`config.mk`:
```
export PLATFORM = sky130hd
export DESIGN_NAME = round_pipe
export DESIGN_NICKNAME = d
export VERILOG_FILES = /design/src/rtl/fma_pkg.sv /design/src/rtl/round_decide.sv /design/src/rtl/round_pipe.sv
export SDC_FILE = /design/constraint.sdc
export NUM_CORES = 1
export LEC_CHECK = 0
export BUFFER_PORTS_ARGS = -buffer_cell sky130_fd_sc_hd__buf_2
export CORE_UTILIZATION = 45
export CTS_BUF_LIST = sky130_fd_sc_hd__clkbuf_4
export DETAILED_ROUTE_END_ITERATION = 6
export GPL_TIMING_DRIVEN = 0
export PLACE_DENSITY = 0.71
export SLEW_MARGIN = 20
export SYNTH_ARGS = -nofsm -noshare
export SYNTH_HDL_FRONTEND = slang
export SYNTH_SLANG_ARGS = --single-unit
```
`constraint.sdc`:
```
create_clock -name clk -period 3.5 [get_ports clk]
set_clock_uncertainty 0.2 [all_clocks]
set_input_delay 0.525 -clock clk [delete_from_list [all_inputs] [get_ports clk]]
set_output_delay 0.525 -clock clk [all_outputs]
set_load 0.02 [all_outputs]
```
`src/rtl/fma_pkg.sv`:
```
// fma_pkg: shared definitions for the FMA rounding/packing datapath.
//   round_mode_t - IEEE rounding mode encoding carried on in_rm.
//   FLAG_*       - bit positions inside the 3-bit {overflow, underflow, inexact} flag word.
//   inf_mag / maxnorm_mag - unsigned magnitude fields of +inf and +maxnorm
//                           for a given exponent/fraction width.
package fma_pkg;

    typedef enum logic [1:0] {
        RM_RZ  = 2'b00,
        RM_RNE = 2'b01,
        RM_RM  = 2'b10,
        RM_RP  = 2'b11
    } round_mode_t;

    localparam int unsigned FLAG_INX = 0;
    localparam int unsigned FLAG_UDF = 1;
    localparam int unsigned FLAG_OVF = 2;

    // Exponent all ones, fraction zero. Caller keeps the low ew+mw bits.
    function automatic logic [63:0] inf_mag(input int unsigned ew, input int unsigned mw);
        logic [63:0] e_ones;
        e_ones = (64'd1 << ew) - 64'd1;
        return e_ones << mw;
    endfunction

    // Largest finite exponent (all ones minus one) with an all-ones fraction.
    function automatic logic [63:0] maxnorm_mag(input int unsigned ew, input int unsigned mw);
        logic [63:0] e_max;
        logic [63:0] f_ones;
        e_max  = (64'd1 << ew) - 64'd2;
        f_ones = (64'd1 << mw) - 64'd1;
        return (e_max << mw) | f_ones;
    endfunction

endpackage

```
`src/rtl/round_decide.sv`:
```
// round_decide: combinational round-up decision.
//   sig     - normalised significand, bit IW-1 is the integer one.
//   sticky  - sticky from upstream alignment/addition.
//   sign    - result sign (selects direction for RM/RP).
//   rm      - rounding mode.
//   inc     - add one ulp to the kept MW+1 bits.
//   inexact - any discarded bit (guard, round or sticky) is set.
module round_decide
    import fma_pkg::*;
#(
    parameter int unsigned MW = 10,
    parameter int unsigned IW = 36
) (
    input  logic [IW-1:0] sig,
    input  logic          sticky,
    input  logic          sign,
    input  round_mode_t   rm,
    output logic          inc,
    output logic          inexact
);

    logic l;
    logic g;
    logic r;
    logic s;
    logic low_or;

    assign l = sig[IW-MW-1];
    assign g = sig[IW-MW-2];
    assign r = sig[IW-MW-3];

    // With IW == MW+3 there are no bits below the round bit.
    generate
        if (IW > MW + 3) begin : g_low
            assign low_or = |sig[IW-MW-4:0];
        end else begin : g_nolow
            assign low_or = 1'b0;
        end
    endgenerate

    assign s       = sticky | low_or;
    assign inexact = g | r | s;

    always_comb begin
        inc = 1'b0;
        unique case (rm)
            RM_RZ:  inc = 1'b0;
            RM_RNE: inc = g & (l | r | s);
            RM_RM:  inc = sign & (g | r | s);
            RM_RP:  inc = ~sign & (g | r | s);
            default: inc = 1'b0;
        endcase
    end

endmodule

```
`src/rtl/round_pipe.sv`:
```
// round_pipe: two-stage valid/ready rounding and packing stage.
//   clk, reset_n        - clock, synchronous active-low reset.
//   in_valid/in_ready   - input handshake; in_ready is combinational from out_ready.
//   in_sign/in_exp/in_sig/in_sticky - normalised operand, in_exp is EW+2 bit two's complement.
//   in_rm               - rounding mode (00 RZ, 01 RNE, 10 RM, 11 RP).
//   in_special/in_special_val - bypass word emitted unrounded.
//   out_valid/out_ready - output handshake.
//   out_result          - packed {sign, exp, frac}.
//   out_flags           - {overflow, underflow, inexact}.
// Stage 1 takes the round-up decision, stage 2 applies it and packs.
module round_pipe
    import fma_pkg::*;
#(
    parameter int unsigned EW = 5,
    parameter int unsigned MW = 10,
    parameter int unsigned IW = 36
) (
    input  logic             clk,
    input  logic             reset_n,
    input  logic             in_valid,
    output logic             in_ready,
    input  logic             in_sign,
    input  logic [EW+1:0]    in_exp,
    input  logic [IW-1:0]    in_sig,
    input  logic             in_sticky,
    input  logic [1:0]       in_rm,
    input  logic             in_special,
    input  logic [EW+MW:0]   in_special_val,
    output logic             out_valid,
    input  logic             out_ready,
    output logic [EW+MW:0]   out_result,
    output logic [2:0]       out_flags
);

    localparam logic [63:0]          INF64   = inf_mag(EW, MW);
    localparam logic [63:0]          MAX64   = maxnorm_mag(EW, MW);
    localparam logic [EW+MW-1:0]     INF_MAG = INF64[EW+MW-1:0];
    localparam logic [EW+MW-1:0]     MAX_MAG = MAX64[EW+MW-1:0];
    localparam logic signed [EW+2:0] E_OVF   = (EW+3)'((64'd1 << EW) - 64'd1);
    localparam logic signed [EW+2:0] E_ZERO  = '0;
    localparam logic signed [EW+2:0] E_ONE   = (EW+3)'(1);

    // ---------------- handshake ----------------
    logic s1_valid;
    logic s2_valid;
    logic s1_adv;
    logic s2_adv;

    assign s2_adv    = ~s2_valid | out_ready;
    assign s1_adv    = ~s1_valid | s2_adv;
    assign in_ready  = s1_adv;
    assign out_valid = s2_valid;

    // ---------------- stage 1 ----------------
    round_mode_t     rm_in;
    logic            dec_inc;
    logic            dec_inx;

    logic            s1_sign;
    logic [EW+1:0]   s1_exp;
    logic [MW:0]     s1_k;
    logic            s1_inc;
    logic            s1_inx;
    round_mode_t     s1_rm;
    logic            s1_special;
    logic [EW+MW:0]  s1_special_val;

    assign rm_in = round_mode_t'(in_rm);

    round_decide #(
        .MW (MW),
        .IW (IW)
    ) u_decide (
        .sig     (in_sig),
        .sticky  (in_sticky),
        .sign    (in_sign),
        .rm      (rm_in),
        .inc     (dec_inc),
        .inexact (dec_inx)
    );

    always_ff @(posedge clk) begin
        if (!reset_n) begin
            s1_valid       <= 1'b0;
            s1_sign        <= 1'b0;
            s1_exp         <= '0;
            s1_k           <= '0;
            s1_inc         <= 1'b0;
            s1_inx         <= 1'b0;
            s1_rm          <= RM_RZ;
            s1_special     <= 1'b0;
            s1_special_val <= '0;
        end else if (s1_adv) begin
            s1_valid <= in_valid;
            if (in_valid) begin
                s1_sign        <= in_sign;
                s1_exp         <= in_exp;
                s1_k           <= in_sig[IW-1 -: MW+1];
                s1_inc         <= dec_inc;
                s1_inx         <= dec_inx;
                s1_rm          <= rm_in;
                s1_special     <= in_special;
                s1_special_val <= in_special_val;
            end
        end
    end

    // ---------------- stage 2 ----------------
    logic [MW+1:0]          m;
    logic [MW-1:0]          frac;
    logic signed [EW+2:0]   e;
    logic                   to_inf;
    logic [EW+MW:0]         res_next;
    logic [2:0]             flags_next;

    always_comb begin
        m          = {1'b0, s1_k} + {{(MW+1){1'b0}}, s1_inc};
        frac       = m[MW-1:0];
        // One extra exponent bit so exp+1 on carry-out cannot wrap.
        e          = $signed({s1_exp[EW+1], s1_exp});
        to_inf     = 1'b0;
        res_next   = '0;
        flags_next = '0;

        if (m[MW+1]) begin
            frac = m[MW:1];
            e    = e + E_ONE;
        end

        unique case (s1_rm)
            RM_RNE:  to_inf = 1'b1;
            RM_RP:   to_inf = ~s1_sign;
            RM_RM:   to_inf = s1_sign;
            default: to_inf = 1'b0;
        endcase

        if (s1_special) begin
            res_next = s1_special_val;
        end else if (e >= E_OVF) begin
            res_next             = {s1_sign, to_inf ? INF_MAG : MAX_MAG};
            flags_next[FLAG_OVF] = 1'b1;
            flags_next[FLAG_INX] = 1'b1;
        end else if (e <= E_ZERO) begin
            res_next             = {s1_sign, {(EW+MW){1'b0}}};
            flags_next[FLAG_UDF] = 1'b1;
            flags_next[FLAG_INX] = 1'b1;
        end else begin
            res_next             = {s1_sign, e[EW-1:0], frac};
            flags_next[FLAG_INX] = s1_inx;
        end
    end

    always_ff @(posedge clk) begin
        if (!reset_n) begin
            s2_valid   <= 1'b0;
            out_result <= '0;
            out_flags  <= '0;
        end else if (s2_adv) begin
            s2_valid <= s1_valid;
            if (s1_valid) begin
                out_result <= res_next;
                out_flags  <= flags_next;
            end
        end
    end

endmodule
```
==> results of run 1 <==
metrics by stage:
| stage | setup WS [ps] | util | power (mW) | cells |
|---|---|---|---|---|
| 2_1_floorplan | 870 | - | 0.929 | 376 |
| 3_3_place_gp | 663 | 0.553 | 1.02 | 541 |
| 3_5_place_dp | 637 | 0.553 | 1.02 | 541 |
| 4_1_cts | 623 | 0.579 | 1.62 | 556 |
| 5_1_grt | 475 | 0.579 | 1.69 | 556 |
| 6_report | 615 | 0.579 | 1.61 | 556 |
worst max-delay path, cell delays in order, from the launching register on:
cell       delay, ps
dfxtp_1          360
ha_1             220
nand3_2          170
or4_4            530
xor2_1           400
o2bb2ai_1        160
a31oi_1          210
buf_2            250
nor2_1            70
a211o_1          220
worst max-delay path by stage:
stage,startpoint,end,depth (start not counted)
2_1_floorplan,s1_exp[1],out_result[6],8
3_3_place_gp,s1_exp[1],out_result[6],8
3_5_place_dp,s1_exp[1],out_result[2],9
4_1_cts,s1_exp[1],out_result[2],9
5_1_grt,s1_k[0],out_result[6],8
6_report,s1_k[0],out_result[2],9
final cells by class:
| class | instances | area share |
|---|---|---|
| Buffer | 21 | 0.0215 |
| Clock buffer | 9 | 0.0182 |
| Clock inverter | 6 | 0.0276 |
| Inverter | 4 | 0.00403 |
| Multi-Input combinational cell | 290 | 0.456 |
| Sequential cell | 61 | 0.328 |
| Tap cell | 77 | 0.0259 |
| Timing Repair Buffer | 88 | 0.118 |
where the power goes:
| part | total [mW] | switching (mW) | internal (mW) |
|---|---|---|---|
| clock network | 0.603 | 0.251 | 0.352 |
| logic | 0.243 | 0.138 | 0.105 |
| registers | 0.765 | 0.0306 | 0.735 |
| total | 1.61 | 0.419 | 1.19 |
registers in the layout, indices dropped and copies added (netlist names):
register and cells:
s1_exp 7, s1_k 11, out_valid 1, out_result 16
s1_rm 2, s1_inx 1, s1_inc 1, s1_special_val 16
s1_sign 1, out_flags 3, s1_special 1, s1_valid 1
layer usage:
metal | GRT usage | up-vias | wire length, um
met5 | 0 | - | 0
met3 | 0.0415 | 16 | 490
met1 | 0.269 | 1283 | 3310
met4 | 0.107 | 0 | 165
met2 | 0.363 | 99 | 3390
li1 | - | 1511 | -
cells by family (layout without fill, tap and decap cells):
kind of cell | after synthesis | in the layout
XOR/XNOR | 12 | 12
multiplexers | 5 | 5
flip-flops | 61 | 61
AND/OR/NAND/NOR | 164 | 164
buffers and inverters | 25 | 128
adder cells (fa/ha/maj) | 3 | 3
AO/OA/AOI/OAI | 106 | 106
cells in the final DEF, fill, tap and decap left out, types with 2 or more instances in the layout:
cell and count:
a211o_1 3, a21boi_1 40, a21oi_1 15, a31oi_1 2
and2_1 4, and3_1 3, and4_1 2, buf_2 89
bufinv_16 3, clkbuf_1 19, clkbuf_4 9, clkinv_1 2
dfxtp_1 61, ha_1 3, inv_1 4, mux2_2 2
mux2i_1 3, nand2_1 104, nand2b_1 2, nand3_1 8
nand4_1 3, nor2_1 10, nor2b_1 6, nor3_1 2
nor3_2 2, nor4_1 10, o211a_1 2, o211ai_1 2
o21a_1 7, o21ai_0 17, o21ai_1 10, xnor2_1 6
xor2_1 6
==> run summary, run 1 <==
Status - finished with violations
Failing checks - design-rule violations
Yosys reg bits - 61
Cts bufs inserted - 9
Pre-Repair DR Iteration Count - 6
Hold buffer count at cts - 0
Via Count - 2,909
Die Area - 0.00703 mm^2
Layout fillers - 626
Die width - 83.8 um
Final hold viol count - 0
Compound-gate portion of the synthesized area - 0.240
Final instance area - 0.00372 mm^2
Vias in the first global route - 2,747
Post-CTS setup buffer count - 0
Arrival time at the worst endpoint - 2990 ps
Largest family of logic cells by synthesized area - simple AND/OR/NAND/NOR gates
First-pass GRT wire length - 12,200 um
Top cell type's share of synthesized area - 0.405
Netlist cell types - 47
H-tree Lvls - 3
Post-Syn Area per Cell - 8.02 um^2
Synth Cell Area - 0.00301 mm^2
Hold Crit Depth - 3
RR Startpoint - s1_k[0]
Synth Area in Simple Gates - 0.258
P per Cell Area - 433 mW/mm^2
Largest cells by area after synthesis - dfxtp_1, nand2_1, a21boi_1
Max Cap Viol - 0
Period utilization - 0.824
Worst Tran Pin Value - 813 ps
Post-synthesis sequential area ratio - 0.405
Fraction of layout cells with a size suffix above 1 - 0.234
Antenna Cells - 0
Global route overflow - 0
Min-delay src - in_special_val[3]
Main flop type after synthesis - dfxtp_1
P_leak - 1.56 nW
Hold Path Class - in2reg
Clock latency on the worst-skew pair - 400 ps
Ys async rst share - 0
CP Capture Type - register
Setup_tns - 0 ps
I/O pin count - 89
Min Clock Period, post-route - 2890 ps
Hold Slack - 138 ps
CTS tree - built
Wire per inst - 13.2 um
Max Slew Vio Count - 0
Tot GR Track Use - 0.218
DIE HEIGHT - 83.8 um
# rows - 29
R2R Setup Slk - 610 ps
Worst r2r dst - out_result[2]
Number of routed nets with antenna violations - 0
# port buffers - 88
Area Overhead vs Synth - 23.5%
WL final - 7360 um
Fmax achieved - 347 MHz
Via density - 5.23
Worst hold endpoint - s1_special_val[3]
YS warnings - 0
Worst Reg-to-Reg Cells - 9
Mux contribution to synthesized area - 0.0174
Largest net degree at the start of global routing - 11
Data required, critical path - 3600 ps
Root buf cell - clkbuf_4
Post-CTS sizing - 0
CP Launch Type - register
Mapped Nets - 447
Initial antenna violation count - 0
Initial core utilization - 0.469
Final setup fails - 0
Unrepaired setup endpoints after global routing - false
Rel. slew slack - 0.444
Most frequent cell after synthesis - nand2_1
Worst-path fanout max - 10
Violation count after the first detailed-route iteration - 76
GP Congestion - 0.875
XOR/XNOR Fraction of Synth Area - 0.0349
Core Footprint - 0.00642 mm^2
Final #Nets - 546
Commonest cells post-synth - nand2_1, dfxtp_1, a21boi_1
Total clock sinks - 61
Placed Instance Area - 0.00355 mm^2
Max Root-Sink Buffers - 2
FF+latch area - 0.00122 mm^2
Crit Path Category - reg2reg
Peak supply drop - 0.233 mV
Syn Inst Count - 376
Worst-path clk slew - 110 ps
Footprint of the multi-input gates - 0.00170 mm^2
Hpwl dp - 5700 um
DRC - 2
Post-synth EDFFs - 0
Dominant cell type by area after synthesis - dfxtp_1
Adder-Cell Fraction of Synth Area - 0.0125
(Power assumes the default switching activity.)
==> run 2: changes to the inputs <==
==> constraint.sdc (replaced) <==
create_clock -name clk -period 2.75 [get_ports clk]
set_clock_uncertainty 0.2 [all_clocks]
set_input_delay 0.4125 -clock clk [delete_from_list [all_inputs] [get_ports clk]]
set_output_delay 0.4125 -clock clk [all_outputs]
set_load 0.02 [all_outputs]
==> run 2 against run 1 <==
The run still ends with design-rule violations left. Hold slack got worse by 120 ps. Wire length increased by 0.61%. Clock power rose by 28%. Global-route usage hardly changed. Via count shrank 0.21%. Critical path type unchanged. Largest cell class unchanged.
==> run summary, run 2 (synthesis gave the netlist of run 1 again) <==
Wire per inst - 13.3 um
Worst hold endpoint - s1_special_val[3]
Global route overflow - 0
Clock latency on the worst-skew pair - 410 ps
Die Area - 0.00703 mm^2
Crit Path Category - reg2reg
Max Slew Vio Count - 0
Tot GR Track Use - 0.218
Fraction of layout cells with a size suffix above 1 - 0.252
Via density - 5.21
Worst Tran Pin Value - 796 ps
I/O pin count - 89
Hold Crit Depth - 3
Max Root-Sink Buffers - 2
Core Footprint - 0.00642 mm^2
GP Congestion - 0.875
Hpwl dp - 5700 um
Max Cap Viol - 0
WL final - 7400 um
Number of routed nets with antenna violations - 0
Fmax achieved - 378 MHz
CP Launch Type - register
Worst-path clk slew - 110 ps
# rows - 29
Final worst slack - 105 ps
FF+latch area - 0.00123 mm^2
Overall Power - 2.06 mW
RR Startpoint - s1_exp[1]
P per Cell Area - 543 mW/mm^2
Peak supply drop - 0.303 mV
Final setup fails - 0
Post-Place Worst Slack - -113 ps
Root buf cell - clkbuf_4
P_leak - 1.59 nW
Min-delay src - in_special_val[3]
Rel. slew slack - 0.456
Area Overhead vs Synth - 25.8%
Vias in the first global route - 2,741
H-tree Lvls - 3
Footprint of the multi-input gates - 0.00175 mm^2
Hold Path Class - in2reg
Worst-path fanout max - 10
DRC - 2
Setup_tns - 0 ps
Arrival time at the worst endpoint - 2750 ps
Data required, critical path - 2850 ps
Initial antenna violation count - 0
Final hold viol count - 0
# port buffers - 88
DIE HEIGHT - 83.8 um
Hold buffer count at cts - 0
Status - finished with violations
Cts bufs inserted - 9
Final #Nets - 547
Antenna Cells - 0
Total clock sinks - 61
Via Count - 2,903
Die width - 83.8 um
Min Clock Period, post-route - 2650 ps
Failing checks - design-rule violations
First-pass GRT wire length - 12,200 um
Initial core utilization - 0.469
CP startpoint - s1_exp[1]
Largest net degree at the start of global routing - 11
Period utilization - 0.962
Pre-Repair DR Iteration Count - 6
Commonest non-fill, non-tap cells in the layout - nand2_1, buf_2, dfxtp_1
CP Capture Type - register
Hold Slack - 21.9 ps
R2R Setup Slk - 100 ps
Worst r2r dst - out_result[2]
Layout fillers - 613
Biggest regs - out_result x16, s1_special_val x16, s1_k x11
Violation count after the first detailed-route iteration - 77
Commonest non-fill, non-tap cell in the layout - nand2_1
Worst Reg-to-Reg Cells - 9
CTS tree - built
-- run 2: worst max-delay path by stage --
stage                    end  slack (ps)  cells past startpoint
5_1_grt        out_result[2]          -3                      9
3_5_place_dp   out_result[2]        -110                      9
4_1_cts        out_result[6]         -30                      8
3_3_place_gp   out_result[6]         -90                      8
2_1_floorplan  out_result[6]         120                      8
6_report       out_result[2]         100                      9
-- run 2: final cells by class --
cell class / instances / area share
multi-input cells: 290 / 0.462
flip-flops and latches: 61 / 0.324
repair buffers: 89 / 0.118
clock inverters: 6 / 0.0271
well taps: 77 / 0.0254
plain buffers: 21 / 0.0221
clock buffers: 9 / 0.0178
inverters: 4 / 0.00396
-- run 2: power breakdown --
part,total (mW),switching [mW],internal [mW]
clock network,0.769,0.320,0.448
logic,0.314,0.176,0.138
registers,0.978,0.0423,0.936
-- run 2: what timing repair did --
item	4_1_cts	5_1_grt
pin swaps	0	2
setup endpoints to repair	12	13
resized for setup	1	15
buffers inserted	0	1
-- run 2: per-layer routing --
metal / global-route usage / share of wire / vias to the layer above
met3: 0.0415 / 0.053 / 19
met4: 0.105 / 0.026 / 0
li1: - / - / 1507
met5: 0 / 0 / -
met2: 0.364 / 0.47 / 87
met1: 0.270 / 0.45 / 1290
-- run 2: critical path, cell delays in order (launching register included) --
cell and delay (ps):
dfxtp_2 400, ha_1 200, inv_1 50, or4_4 570
a2bb2oi_1 230, o2bb2ai_1 200, a31oi_1 220, buf_4 220
nor2_1 60, a211o_1 220
-- run 2: per-stage QoR --
stage	utilization	cells	area, um^2
after global routing	0.590	557	3790
after global placement	0.553	541	3550
after CTS	0.581	556	3730
after detailed placement	0.553	541	3550
final	0.590	557	3790
after floorplan	-	376	3010
